### src/rtl/axi_batch_cmd_scheduler_if.sv
// Host-side command push bus for axi_batch_cmd_scheduler.
// master = host control path, slave = scheduler.
interface axi_batch_cmd_scheduler_if;
    logic        cmd_valid;
    logic        cmd_ready;
    logic [1:0]  cmd_op;
    logic [4:0]  cmd_wr_bram_start;
    logic [4:0]  cmd_wr_bram_end;
    logic [15:0] cmd_wr_addr_start;
    logic [15:0] cmd_wr_addr_count;
    logic [2:0]  cmd_rd_bram_start;
    logic [2:0]  cmd_rd_bram_end;
    logic [15:0] cmd_rd_addr_start;
    logic [15:0] cmd_rd_addr_count;

    modport master (
        output cmd_valid, cmd_op,
        output cmd_wr_bram_start, cmd_wr_bram_end, cmd_wr_addr_start, cmd_wr_addr_count,
        output cmd_rd_bram_start, cmd_rd_bram_end, cmd_rd_addr_start, cmd_rd_addr_count,
        input  cmd_ready
    );

    modport slave (
        input  cmd_valid, cmd_op,
        input  cmd_wr_bram_start, cmd_wr_bram_end, cmd_wr_addr_start, cmd_wr_addr_count,
        input  cmd_rd_bram_start, cmd_rd_bram_end, cmd_rd_addr_start, cmd_rd_addr_count,
        output cmd_ready
    );
endinterface

### src/rtl/axi_batch_cmd_scheduler.sv
// Buffers host transfer commands, validates them and drives the AXI batch FSM,
// holding each request until its done pulse and forcing a zero-code gap after it.
//
// state   | meaning
// IDLE    | waiting for a FIFO head; illegal heads are popped and reported
// WAIT    | request presented to the batch FSM, watchdog running
// RELEASE | one cycle of Instruction_code = 0 before the next request
module axi_batch_cmd_scheduler #(
    parameter int DEPTH   = 4,
    parameter int TIMEOUT = 65535
) (
    input  logic                     aclk,
    input  logic                     aresetn,
    axi_batch_cmd_scheduler_if.slave host,
    input  logic                     flush,
    output logic [7:0]               Instruction_code,
    output logic [4:0]               wr_bram_start,
    output logic [4:0]               wr_bram_end,
    output logic [15:0]              wr_addr_start,
    output logic [15:0]              wr_addr_count,
    output logic [2:0]               rd_bram_start,
    output logic [2:0]               rd_bram_end,
    output logic [15:0]              rd_addr_start,
    output logic [15:0]              rd_addr_count,
    input  logic                     batch_write_done,
    input  logic                     batch_read_done,
    output logic                     busy,
    output logic [$clog2(DEPTH):0]   fifo_count,
    output logic                     cmd_done,
    output logic [1:0]               cmd_done_op,
    output logic                     err_illegal,
    output logic                     err_timeout
);
    localparam int              AW      = $clog2(DEPTH);
    localparam int              CW      = AW + 1;
    localparam logic [CW-1:0]   FULL    = CW'(DEPTH);
    localparam logic [15:0]     WD_LOAD = 16'(TIMEOUT);

    typedef struct packed {
        logic [1:0]  op;
        logic [4:0]  wr_bram_start;
        logic [4:0]  wr_bram_end;
        logic [15:0] wr_addr_start;
        logic [15:0] wr_addr_count;
        logic [2:0]  rd_bram_start;
        logic [2:0]  rd_bram_end;
        logic [15:0] rd_addr_start;
        logic [15:0] rd_addr_count;
    } cmd_t;

    typedef enum logic [1:0] {IDLE, WAIT, RELEASE} state_t;

    cmd_t          mem [DEPTH];
    cmd_t          head;
    cmd_t          in_cmd;
    logic [AW-1:0] wr_ptr;
    logic [AW-1:0] rd_ptr;
    state_t        state;
    state_t        state_next;
    logic          push;
    logic          pop;
    logic          issue;
    logic          illegal;
    logic          complete;
    logic          abort;
    logic          head_legal;
    logic          done_now;
    logic          wr_ok;
    logic          rd_ok;
    logic          wr_seen;
    logic          rd_seen;
    logic [1:0]    cur_op;
    logic [15:0]   wd_cnt;

    assign in_cmd = '{host.cmd_op,
                      host.cmd_wr_bram_start, host.cmd_wr_bram_end,
                      host.cmd_wr_addr_start, host.cmd_wr_addr_count,
                      host.cmd_rd_bram_start, host.cmd_rd_bram_end,
                      host.cmd_rd_addr_start, host.cmd_rd_addr_count};
    assign head   = mem[rd_ptr];

    assign host.cmd_ready = (fifo_count < FULL);
    assign push           = host.cmd_valid && host.cmd_ready && !flush;

    assign wr_ok = (head.wr_bram_start <= head.wr_bram_end) && (head.wr_addr_count != 16'd0);
    assign rd_ok = (head.rd_bram_start <= head.rd_bram_end) && (head.rd_addr_count != 16'd0);

    always_comb begin
        head_legal = 1'b0;
        case (head.op)
            2'd1:    head_legal = wr_ok;
            2'd2:    head_legal = rd_ok;
            2'd3:    head_legal = wr_ok && rd_ok;
            default: head_legal = 1'b0;
        endcase
    end

    // Duplex completes once both sides are seen, in any order or together.
    always_comb begin
        done_now = 1'b0;
        case (cur_op)
            2'd1:    done_now = batch_write_done;
            2'd2:    done_now = batch_read_done;
            2'd3:    done_now = (batch_write_done || wr_seen) && (batch_read_done || rd_seen);
            default: done_now = 1'b0;
        endcase
    end

    always_comb begin
        state_next = state;
        issue      = 1'b0;
        illegal    = 1'b0;
        complete   = 1'b0;
        abort      = 1'b0;
        case (state)
            IDLE: begin
                if ((fifo_count != '0) && !flush) begin
                    if (head_legal) begin
                        issue      = 1'b1;
                        state_next = WAIT;
                    end else begin
                        illegal = 1'b1;
                    end
                end
            end
            WAIT: begin
                if (done_now) begin
                    complete   = 1'b1;
                    state_next = RELEASE;
                end else if (wd_cnt == 16'd1) begin
                    abort      = 1'b1;
                    state_next = RELEASE;
                end
            end
            RELEASE: state_next = IDLE;
            default: state_next = IDLE;
        endcase
    end

    assign pop = issue || illegal;

    always_ff @(posedge aclk or negedge aresetn) begin
        if (!aresetn) state <= IDLE;
        else          state <= state_next;
    end

    always_ff @(posedge aclk) begin
        if (push) mem[wr_ptr] <= in_cmd;
    end

    always_ff @(posedge aclk or negedge aresetn) begin
        if (!aresetn) begin
            wr_ptr     <= '0;
            rd_ptr     <= '0;
            fifo_count <= '0;
        end else if (flush) begin
            wr_ptr     <= '0;
            rd_ptr     <= '0;
            fifo_count <= '0;
        end else begin
            if (push) wr_ptr <= wr_ptr + 1'b1;
            if (pop)  rd_ptr <= rd_ptr + 1'b1;
            if (push && !pop)      fifo_count <= fifo_count + 1'b1;
            else if (pop && !push) fifo_count <= fifo_count - 1'b1;
        end
    end

    // Watchdog is a down-counter: loaded with TIMEOUT on issue, aborts at 1.
    always_ff @(posedge aclk or negedge aresetn) begin
        if (!aresetn) begin
            Instruction_code <= '0;
            cur_op           <= '0;
            wr_bram_start    <= '0;
            wr_bram_end      <= '0;
            wr_addr_start    <= '0;
            wr_addr_count    <= '0;
            rd_bram_start    <= '0;
            rd_bram_end      <= '0;
            rd_addr_start    <= '0;
            rd_addr_count    <= '0;
            wd_cnt           <= '0;
            wr_seen          <= 1'b0;
            rd_seen          <= 1'b0;
            busy             <= 1'b0;
            cmd_done         <= 1'b0;
            cmd_done_op      <= '0;
            err_illegal      <= 1'b0;
            err_timeout      <= 1'b0;
        end else begin
            busy        <= (state_next != IDLE);
            cmd_done    <= complete;
            err_illegal <= illegal;
            err_timeout <= abort;
            if (complete) cmd_done_op <= cur_op;
            if (issue) begin
                Instruction_code <= {6'b0, head.op};
                cur_op           <= head.op;
                wr_bram_start    <= head.wr_bram_start;
                wr_bram_end      <= head.wr_bram_end;
                wr_addr_start    <= head.wr_addr_start;
                wr_addr_count    <= head.wr_addr_count;
                rd_bram_start    <= head.rd_bram_start;
                rd_bram_end      <= head.rd_bram_end;
                rd_addr_start    <= head.rd_addr_start;
                rd_addr_count    <= head.rd_addr_count;
                wd_cnt           <= WD_LOAD;
                wr_seen          <= 1'b0;
                rd_seen          <= 1'b0;
            end else if (state == WAIT) begin
                if (complete || abort) Instruction_code <= '0;
                else                   wd_cnt <= wd_cnt - 1'b1;
                if (batch_write_done) wr_seen <= 1'b1;
                if (batch_read_done)  rd_seen <= 1'b1;
            end
        end
    end
endmodule

### src/flat_wrapper.sv
// flat-port wrapper written by rule: the top's interface ports become plain ports
module axi_batch_cmd_scheduler_flat 
#(
    parameter int DEPTH   = 4,
    parameter int TIMEOUT = 65535
)
  (aclk, aresetn, flush, Instruction_code, wr_bram_start, wr_bram_end, wr_addr_start, wr_addr_count, rd_bram_start, rd_bram_end, rd_addr_start, rd_addr_count, batch_write_done, batch_read_done, busy, fifo_count, cmd_done, cmd_done_op, err_illegal, err_timeout, host_cmd_valid, host_cmd_op, host_cmd_wr_bram_start, host_cmd_wr_bram_end, host_cmd_wr_addr_start, host_cmd_wr_addr_count, host_cmd_rd_bram_start, host_cmd_rd_bram_end, host_cmd_rd_addr_start, host_cmd_rd_addr_count, host_cmd_ready);
  axi_batch_cmd_scheduler_if host_i ();
  input  logic aclk;
  input  logic aresetn;
  input  logic flush;
  output logic [7:0] Instruction_code;
  output logic [4:0] wr_bram_start;
  output logic [4:0] wr_bram_end;
  output logic [15:0] wr_addr_start;
  output logic [15:0] wr_addr_count;
  output logic [2:0] rd_bram_start;
  output logic [2:0] rd_bram_end;
  output logic [15:0] rd_addr_start;
  output logic [15:0] rd_addr_count;
  input  logic batch_write_done;
  input  logic batch_read_done;
  output logic busy;
  output logic [$clog2(DEPTH):0] fifo_count;
  output logic cmd_done;
  output logic [1:0] cmd_done_op;
  output logic err_illegal;
  output logic err_timeout;
  input wire logic [$bits(host_i.cmd_valid)-1:0] host_cmd_valid;
  input wire logic [$bits(host_i.cmd_op)-1:0] host_cmd_op;
  input wire logic [$bits(host_i.cmd_wr_bram_start)-1:0] host_cmd_wr_bram_start;
  input wire logic [$bits(host_i.cmd_wr_bram_end)-1:0] host_cmd_wr_bram_end;
  input wire logic [$bits(host_i.cmd_wr_addr_start)-1:0] host_cmd_wr_addr_start;
  input wire logic [$bits(host_i.cmd_wr_addr_count)-1:0] host_cmd_wr_addr_count;
  input wire logic [$bits(host_i.cmd_rd_bram_start)-1:0] host_cmd_rd_bram_start;
  input wire logic [$bits(host_i.cmd_rd_bram_end)-1:0] host_cmd_rd_bram_end;
  input wire logic [$bits(host_i.cmd_rd_addr_start)-1:0] host_cmd_rd_addr_start;
  input wire logic [$bits(host_i.cmd_rd_addr_count)-1:0] host_cmd_rd_addr_count;
  output wire logic [$bits(host_i.cmd_ready)-1:0] host_cmd_ready;
  assign host_i.cmd_valid = host_cmd_valid;
  assign host_i.cmd_op = host_cmd_op;
  assign host_i.cmd_wr_bram_start = host_cmd_wr_bram_start;
  assign host_i.cmd_wr_bram_end = host_cmd_wr_bram_end;
  assign host_i.cmd_wr_addr_start = host_cmd_wr_addr_start;
  assign host_i.cmd_wr_addr_count = host_cmd_wr_addr_count;
  assign host_i.cmd_rd_bram_start = host_cmd_rd_bram_start;
  assign host_i.cmd_rd_bram_end = host_cmd_rd_bram_end;
  assign host_i.cmd_rd_addr_start = host_cmd_rd_addr_start;
  assign host_i.cmd_rd_addr_count = host_cmd_rd_addr_count;
  assign host_cmd_ready = host_i.cmd_ready;
  axi_batch_cmd_scheduler #(.DEPTH(DEPTH), .TIMEOUT(TIMEOUT)) u_core (.aclk(aclk), .aresetn(aresetn), .host(host_i), .flush(flush), .Instruction_code(Instruction_code), .wr_bram_start(wr_bram_start), .wr_bram_end(wr_bram_end), .wr_addr_start(wr_addr_start), .wr_addr_count(wr_addr_count), .rd_bram_start(rd_bram_start), .rd_bram_end(rd_bram_end), .rd_addr_start(rd_addr_start), .rd_addr_count(rd_addr_count), .batch_write_done(batch_write_done), .batch_read_done(batch_read_done), .busy(busy), .fifo_count(fifo_count), .cmd_done(cmd_done), .cmd_done_op(cmd_done_op), .err_illegal(err_illegal), .err_timeout(err_timeout));
endmodule
### config.mk
export PLATFORM = sky130hd
export DESIGN_NAME = axi_batch_cmd_scheduler_flat
export DESIGN_NICKNAME = d
export VERILOG_FILES = /design/src/rtl/axi_batch_cmd_scheduler_if.sv /design/src/rtl/axi_batch_cmd_scheduler.sv /design/src/flat_wrapper.sv
export SDC_FILE = /design/constraint.sdc
export NUM_CORES = 1
export LEC_CHECK = 0
export ABC_AREA = 1
export CORE_MARGIN = 2
export CORE_UTILIZATION = 56
export DETAILED_ROUTE_END_ITERATION = 10
export PLACE_DENSITY = 0.79
export SLEW_MARGIN = 0
export SYNTH_ARGS = -nofsm -noshare
export SYNTH_HDL_FRONTEND = slang
export SYNTH_SLANG_ARGS = --single-unit
### constraint.sdc
create_clock -name aclk -period 5.2 [get_ports aclk]
set_input_delay 1.56 -clock aclk [delete_from_list [all_inputs] [get_ports aclk]]
set_output_delay 1.56 -clock aclk [all_outputs]
set_load 0.02 [all_outputs]
* Yosys cells after proc, flatten, opt, wreduce, memory -nomap -nowiden
Memories as Yosys holds them, arrays and structs flattened.
Index checks and enable logic that the tools add are counted.
** Word-level totals
- Register bits :: 123
- Bits in latches :: 0
- Memory bits (writable) :: 328
- Memory bits (read-only) :: 0
- Output and inout bits :: 98
- Word-level logic and storage cells :: 111
- Memories kept :: 1
** Operators by class
- $add $sub $neg :: 5
- Multiply operators :: 0
- Div/mod/pow operators :: 0
- $lt $le $gt $ge :: 3
- Equal/unequal tests :: 9
- Shift operators :: 0
- Mux-type cells :: 39
- Bitwise operators :: 0
- Reductions and logical operators :: 32
** Memory list
- u_core.mem :: depth 4, width 82, read ports 1, clocked after memory_dff 0, wr ports 1, RTL line axi_batch_cmd_scheduler.sv:53 : cmd_t mem [DEPTH];
** Operator list (count)
- two-way mux 16 bit :: 3
- nonzero test 16 bit :: 2
- two-way mux 8 bit :: 3
- two-way mux 1 bit :: 19
- equality test 16 x 1 -> 1 bit (second input constant) :: 1
- two-way mux 2 bit :: 8
- subtractor 16 x 1 -> 16 bit (second input constant) :: 1
- nonzero test 2 bit :: 7
- logical AND 1 bit :: 9
- two-way mux 3 bit :: 3
- equality test 2 bit (second input constant) :: 4
- AND reduction 2 bit :: 4
- equality test 2 x 1 -> 1 bit (second input constant) :: 3
- one-hot mux 1 bit (3 select lines) :: 2
- nonzero test 3 bit :: 2
- <= comparator 5 bit :: 1
- adder 2 x 1 -> 2 bit (second input constant) :: 2
- logical OR 1 bit :: 4
- one-hot mux 2 bit (2 select lines) :: 1
- adder 3 x 1 -> 3 bit (second input constant) :: 1
- <= comparator 3 bit :: 1
- zero test 1 bit :: 3
- less-than comparator 3 bit (second input constant) :: 1
- subtractor 3 x 1 -> 3 bit (second input constant) :: 1
- other kinds (2) :: 2

* Longest topological paths before layout
An unclocked memory read counts as a cell.
- Word-level depth :: 13
- Depth in mapped cells :: 20

* Worst setup path after synthesis
No wires, ideal clock.
- Path kind :: input to register
- From :: in host_cmd_valid
- To :: mem u_core.mem[0][0] (netlist name), enable pin
- Setup time :: 0.523 ns
- Data arrival time :: 5.306 ns
- Setup slack :: -0.629 ns
- Cell stages on the path :: 4
- Path buffers :: 0
- Cell sequence :: nand2_1 nor2_1 inv_1 nor2_1
** On the way
- Word-level cells in the longest chain between the ends :: 4
** Ends and longest elaborated chain
- from (decl) :: RTL line flat_wrapper.sv:29 : input wire logic [$bits(host_i.cmd_valid)-1:0] host_cmd_valid;
- logical AND 1 bit (2 in a row) :: RTL line axi_batch_cmd_scheduler.sv:83 : assign push = host.cmd_valid && host.cmd_ready && !flush;
- two-way mux 1 bit :: RTL line axi_batch_cmd_scheduler.sv:148 : if (push) mem[wr_ptr] <= in_cmd;
- two-way mux 1 bit (not written as such) :: RTL line axi_batch_cmd_scheduler.sv:148
- to (decl) :: RTL line axi_batch_cmd_scheduler.sv:53
No other way between the ends.

==> tab_implementation.tex <==
\begin{tabular}{lr}
\hline
Metric & Value \\
\hline
\multicolumn{2}{l}{\textbf{Timing}} \\
\quad Worst Max-Slew Pin Slew & 0.8973 ns \\
\quad Timing-limited maximum frequency & 0.2476 GHz \\
\quad Period Utilization, post-route & 77.67\% \\
\quad Count of endpoints failing setup in the final report & 0 \\
\quad Unrepaired setup endpoints after global routing & false \\
\quad Final critical-path required period & 4.039 ns \\
\quad Post-route setup TNS & 0 ns \\
\quad Final Max Tran Viols & 0 \\
\quad Final hold violation count & 0 \\
\quad Minimum setup slack in the final design & 1.161 ns \\
\quad Worst Skew & 0.02128 ns \\
\quad Worst relative slew slack & 40.18\% \\
\multicolumn{2}{l}{\textbf{Drt}} \\
\quad Vias post-DR & 11420 \\
\quad Initial DRC Count & 1043 \\
\quad Remaining routing DRC violations & 0 \\
\quad Detail-routed via count per cell & 5.628 \\
\quad First-pass iteration count of the detailed router & 6 \\
\quad Number of nets still failing antenna checks after routing & 0 \\
\quad Routed length per placed instance & 18.58 um \\
\quad Aggregate routed wire length & 37.70 mm \\
\multicolumn{2}{l}{\textbf{Worst setup path}} \\
\quad Crit start category & flop \\
\quad Worst-path maximum fanout & 125 \\
\quad Required time worst endpoint & 5.60 ns \\
\quad Signal arrival time at the worst endpoint & 4.44 ns \\
\quad Crit path capture type & flop \\
\quad Worst setup path class & reg -> reg \\
\multicolumn{2}{l}{\textbf{Yosys}} \\
\quad Number of enable-type register cells in the synthesized netlist & 328 \\
\quad Distinct cells, synth & 32 \\
\quad Most used DFF post-synth & sky130\_fd\_sc\_hd\_\_edfxtp\_1 \\
\quad Synthesis Warnings & 0 \\
\quad Netlist area before placement & 17480 sq um \\
\quad Portion of the post-synthesis area used by sequential elements & 73.11\% \\
\quad Total of flip-flops plus latches after synthesis & 445 \\
\quad Mean Syn Cell Area & 12.23 sq um \\
\quad Async set or reset register ratio after synthesis & 26.29\% \\
\quad Cell count after synthesis & 1429 \\
\multicolumn{2}{l}{\textbf{Job}} \\
\quad Number of violations of the max-capacitance limit & 0 \\
\multicolumn{2}{l}{\textbf{Place}} \\
\quad Port Buffer Count & 179 \\
\quad Cell count after placement & 1944 \\
\quad Placed standard-cell area & 19590 sq um \\
\quad Worst slack, placed & 1.189 ns \\
\quad Post-DP HPWL & 22.34 mm \\
\quad Routability congestion estimate from global placement & 0.8237 \\
\multicolumn{2}{l}{\textbf{GRT}} \\
\quad Initial antenna violation count & 6 \\
\quad First-pass GRT wire length & 60.06 mm \\
\quad Total Routing Usage GR & 23.12\% \\
\quad Via count of the first global-routing pass & 11340 \\
\quad GRT overflow & 0 \\
\quad Maximum number of pins on one net before global-route repair & 126 \\
\multicolumn{2}{l}{\textbf{Power}} \\
\quad Switching share of power & 33.68\% \\
\quad Switch Pwr & 0.003716 W \\
\quad Internal power consumption & 0.007318 W \\
\quad Fraction of power consumed by combinational cells & 31.0\% \\
\quad Clk network pwr share & 26.5\% \\
\quad Lkg Pwr & 8.047 nW \\
\quad Register share of total power & 42.5\% \\
\quad Ratio of total power to cell area & 526.7 nW/um\^{}2 \\
\quad Post-route total power & 0.01103 W \\
\quad Max IR drop VDD & 304.7 uV \\
\multicolumn{2}{l}{\textbf{Cells and area}} \\
\quad Layout cell share with drive strength beyond 1 & 5.832\% \\
\quad Final Instance Count excl. Fillers & 2029 \\
\quad Synth-to-layout area growth & 19.86\% \\
\quad Number of nets in the layout & 1697 \\
\quad \# fillers & 2139 \\
\quad Area of all placed cells without fillers & 20950 sq um \\
\multicolumn{2}{l}{\textbf{Clocking}} \\
\quad TritonCTS buffer count & 44 \\
\quad Number of instances resized during post-cts repair & 0 \\
\quad Number of buffers inserted for hold repair after clock tree synthesis & 0 \\
\quad Post-CTS Setup Repair Bufs & 0 \\
\quad Number of H-tree branching levels & 2 \\
\quad Longest Clk Path Bufs & 3 \\
\quad Reg clk slew, reported paths & 0.06 ns \\
\quad Root Buffer & sky130\_fd\_sc\_hd\_\_clkbuf\_16 \\
\quad CTS tree & done \\
\quad Clock sink total & 445 \\
\quad Clock latency on the worst-skew pair & 0.54 ns \\
\multicolumn{2}{l}{\textbf{Die}} \\
\quad Floorplan die height & 180.7 um \\
\quad Horizontal die dimension & 180.7 um \\
\quad Core Rows & 64 \\
\quad Starting density of the core & 56.98\% \\
\quad Total Die Area & 32640 sq um \\
\quad Core Region & 30670 sq um \\
\quad I/O pin count & 186 \\
\multicolumn{2}{l}{\textbf{Hold path}} \\
\quad Class of the most critical hold timing path & reg -> reg \\
\multicolumn{2}{l}{\textbf{Run status}} \\
\quad Result of the run & finished, final reports clean \\
\hline
\end{tabular}
==> final timing paths <==
path | startpoint | end | slack, ns | cells after the start
min in group asynchronous | aresetn | u_core.wd_cnt[11] | 1.15 | 1
min reg2reg | u_core.rd_addr_start[11] | u_core.rd_addr_start[11] | 0.49 | 2
max reg2reg | u_core.rd_ptr[0] | u_core.wr_addr_count[5] | 1.16 | 13
max in group asynchronous | aresetn | u_core.wr_bram_start[0] | 3.06 | 2
max | u_core.rd_ptr[0] | u_core.wr_addr_count[5] | 1.16 | 13
min | u_core.rd_addr_start[11] | u_core.rd_addr_start[11] | 0.49 | 2
==> metrics by stage <==
step                hold WS [ns]  utilization [%]
finish                    0.4888            68.30
detailed placement        0.4771            63.88
global route              0.5234            68.28
floorplan                 0.4572                -
CTS                       0.4919            68.27
global placement          0.4700            63.88
==> synth_stat cells, types with 14 or more instances <==
cell / instances / area (sq um)
sky130_fd_sc_hd__nand2_1: 468 / 1757
sky130_fd_sc_hd__edfxtp_1: 328 / 9849
sky130_fd_sc_hd__dfrtp_1: 117 / 2928
sky130_fd_sc_hd__nand3_1: 84 / 420.4
sky130_fd_sc_hd__o21ai_1: 65 / 325.3
sky130_fd_sc_hd__a21oi_1: 54 / 270.3
sky130_fd_sc_hd__inv_1: 54 / 202.7
sky130_fd_sc_hd__nor2_1: 45 / 168.9
sky130_fd_sc_hd__a32o_1: 41 / 410.4
sky130_fd_sc_hd__o21ai_0: 38 / 190.2
sky130_fd_sc_hd__clkbuf_1: 30 / 112.6
sky130_fd_sc_hd__buf_2: 18 / 90.09
sky130_fd_sc_hd__buf_4: 14 / 105.1
sky130_fd_sc_hd__buf_6: 14 / 157.7
sky130_fd_sc_hd__ha_1: 14 / 175.2
==> layout make-up <==
cell class              count  area (sq um)  share of cell area [%]
multi-input cells         850          4054                   19.35
clock buffers              64          1244                   5.937
diodes                      4         10.01                 0.04778
clock inverters            17         102.6                  0.4898
inverters                  57         219.0                   1.045
repair buffers            196          2042                   9.748
well taps                 396         495.5                   2.365
flip-flops and latches    445         12780                   61.01
==> registers in the layout, summed over array words and instances (netlist names) <==
name	cells
u_core.cur_op	2
u_core.rd_bram_start	3
u_core.wd_cnt	16
u_core.rd_ptr	2
u_core.fifo_count	3
u_core.cmd_done_op	2
u_core.rd_seen	1
u_core.rd_bram_end	3
u_core.wr_ptr	2
u_core.wr_addr_count	16
u_core.wr_addr_start	16
u_core.rd_addr_start	16
u_core.busy	1
u_core.wr_seen	1
u_core.err_illegal	1
u_core.cmd_done	1
u_core.wr_bram_start	5
u_core.Instruction_code	2
u_core.wr_bram_end	5
u_core.err_timeout	1
u_core.state	2
u_core.rd_addr_count	16
u_core.mem	328
==> power by group through the flow <==
stage | sequential, W | clock [W] | combinational [W]
3_5_place_dp | 0.00474 | 0 | 0.00340
5_1_grt | 0.00474 | 0.00313 | 0.00377
2_1_floorplan | 0.00500 | 0 | 0.00187
4_1_cts | 0.00468 | 0.00298 | 0.00344
6_report | 0.00469 | 0.00293 | 0.00342
3_3_place_gp | 0.00474 | 0 | 0.00328
==> worst max-delay path, cell delays in order (launching register included) <==
cell,delay [ns]
sky130_fd_sc_hd__dfrtp_4,0.75
sky130_fd_sc_hd__buf_12,0.44
sky130_fd_sc_hd__nand2_1,0.12
sky130_fd_sc_hd__a32oi_1,0.35
sky130_fd_sc_hd__ha_1,0.32
sky130_fd_sc_hd__a21oi_1,0.21
sky130_fd_sc_hd__nand3_1,0.10
sky130_fd_sc_hd__a21oi_1,0.12
sky130_fd_sc_hd__o21ai_1,0.08
sky130_fd_sc_hd__nand2_1,0.17
sky130_fd_sc_hd__nand3_4,0.44
sky130_fd_sc_hd__buf_4,0.43
sky130_fd_sc_hd__nand2_1,0.09
sky130_fd_sc_hd__o21ai_1,0.07
==> layer usage <==
layer  global-route usage [%]  part of all wire, %
met5                        0                0.034
met4                    6.258                  2.1
met3                    4.972                  7.4
met2                    38.33                   49
met1                    31.29                   41
==> logic make-up after synthesis <==
group                    share of synthesized area [%]
adder cells (fa/ha/maj)                          1.117
AND/OR/NAND/NOR                                  13.96
AO/OA/AOI/OAI                                    7.474
XOR/XNOR                                        0.3007
buffers and inverters                            4.016
other                                          0.02146
flip-flops                                       73.11
==> placed cells by master, fill, tap and decap left out, types with 5 or more instances in the layout <==
cell type	count
sky130_fd_sc_hd__edfxtp_1	328
sky130_fd_sc_hd__o21ai_1	65
sky130_fd_sc_hd__buf_12	10
sky130_fd_sc_hd__conb_1	6
sky130_fd_sc_hd__nand3_1	84
sky130_fd_sc_hd__clkinv_2	10
sky130_fd_sc_hd__a32o_1	41
sky130_fd_sc_hd__xor2_1	5
sky130_fd_sc_hd__dfrtp_1	116
sky130_fd_sc_hd__clkbuf_8	6
sky130_fd_sc_hd__nor3_1	5
sky130_fd_sc_hd__nand4_1	5
sky130_fd_sc_hd__a32oi_1	8
sky130_fd_sc_hd__clkdlybuf4s50_1	178
sky130_fd_sc_hd__ha_1	14
sky130_fd_sc_hd__o21ai_0	38
sky130_fd_sc_hd__a21oi_1	54
sky130_fd_sc_hd__inv_1	54
sky130_fd_sc_hd__clkbuf_1	12
sky130_fd_sc_hd__buf_4	8
sky130_fd_sc_hd__clkbuf_16	44
sky130_fd_sc_hd__nor2_1	41
sky130_fd_sc_hd__nand2_1	468
No activity file was read; power rests on OpenSTA's default activity.
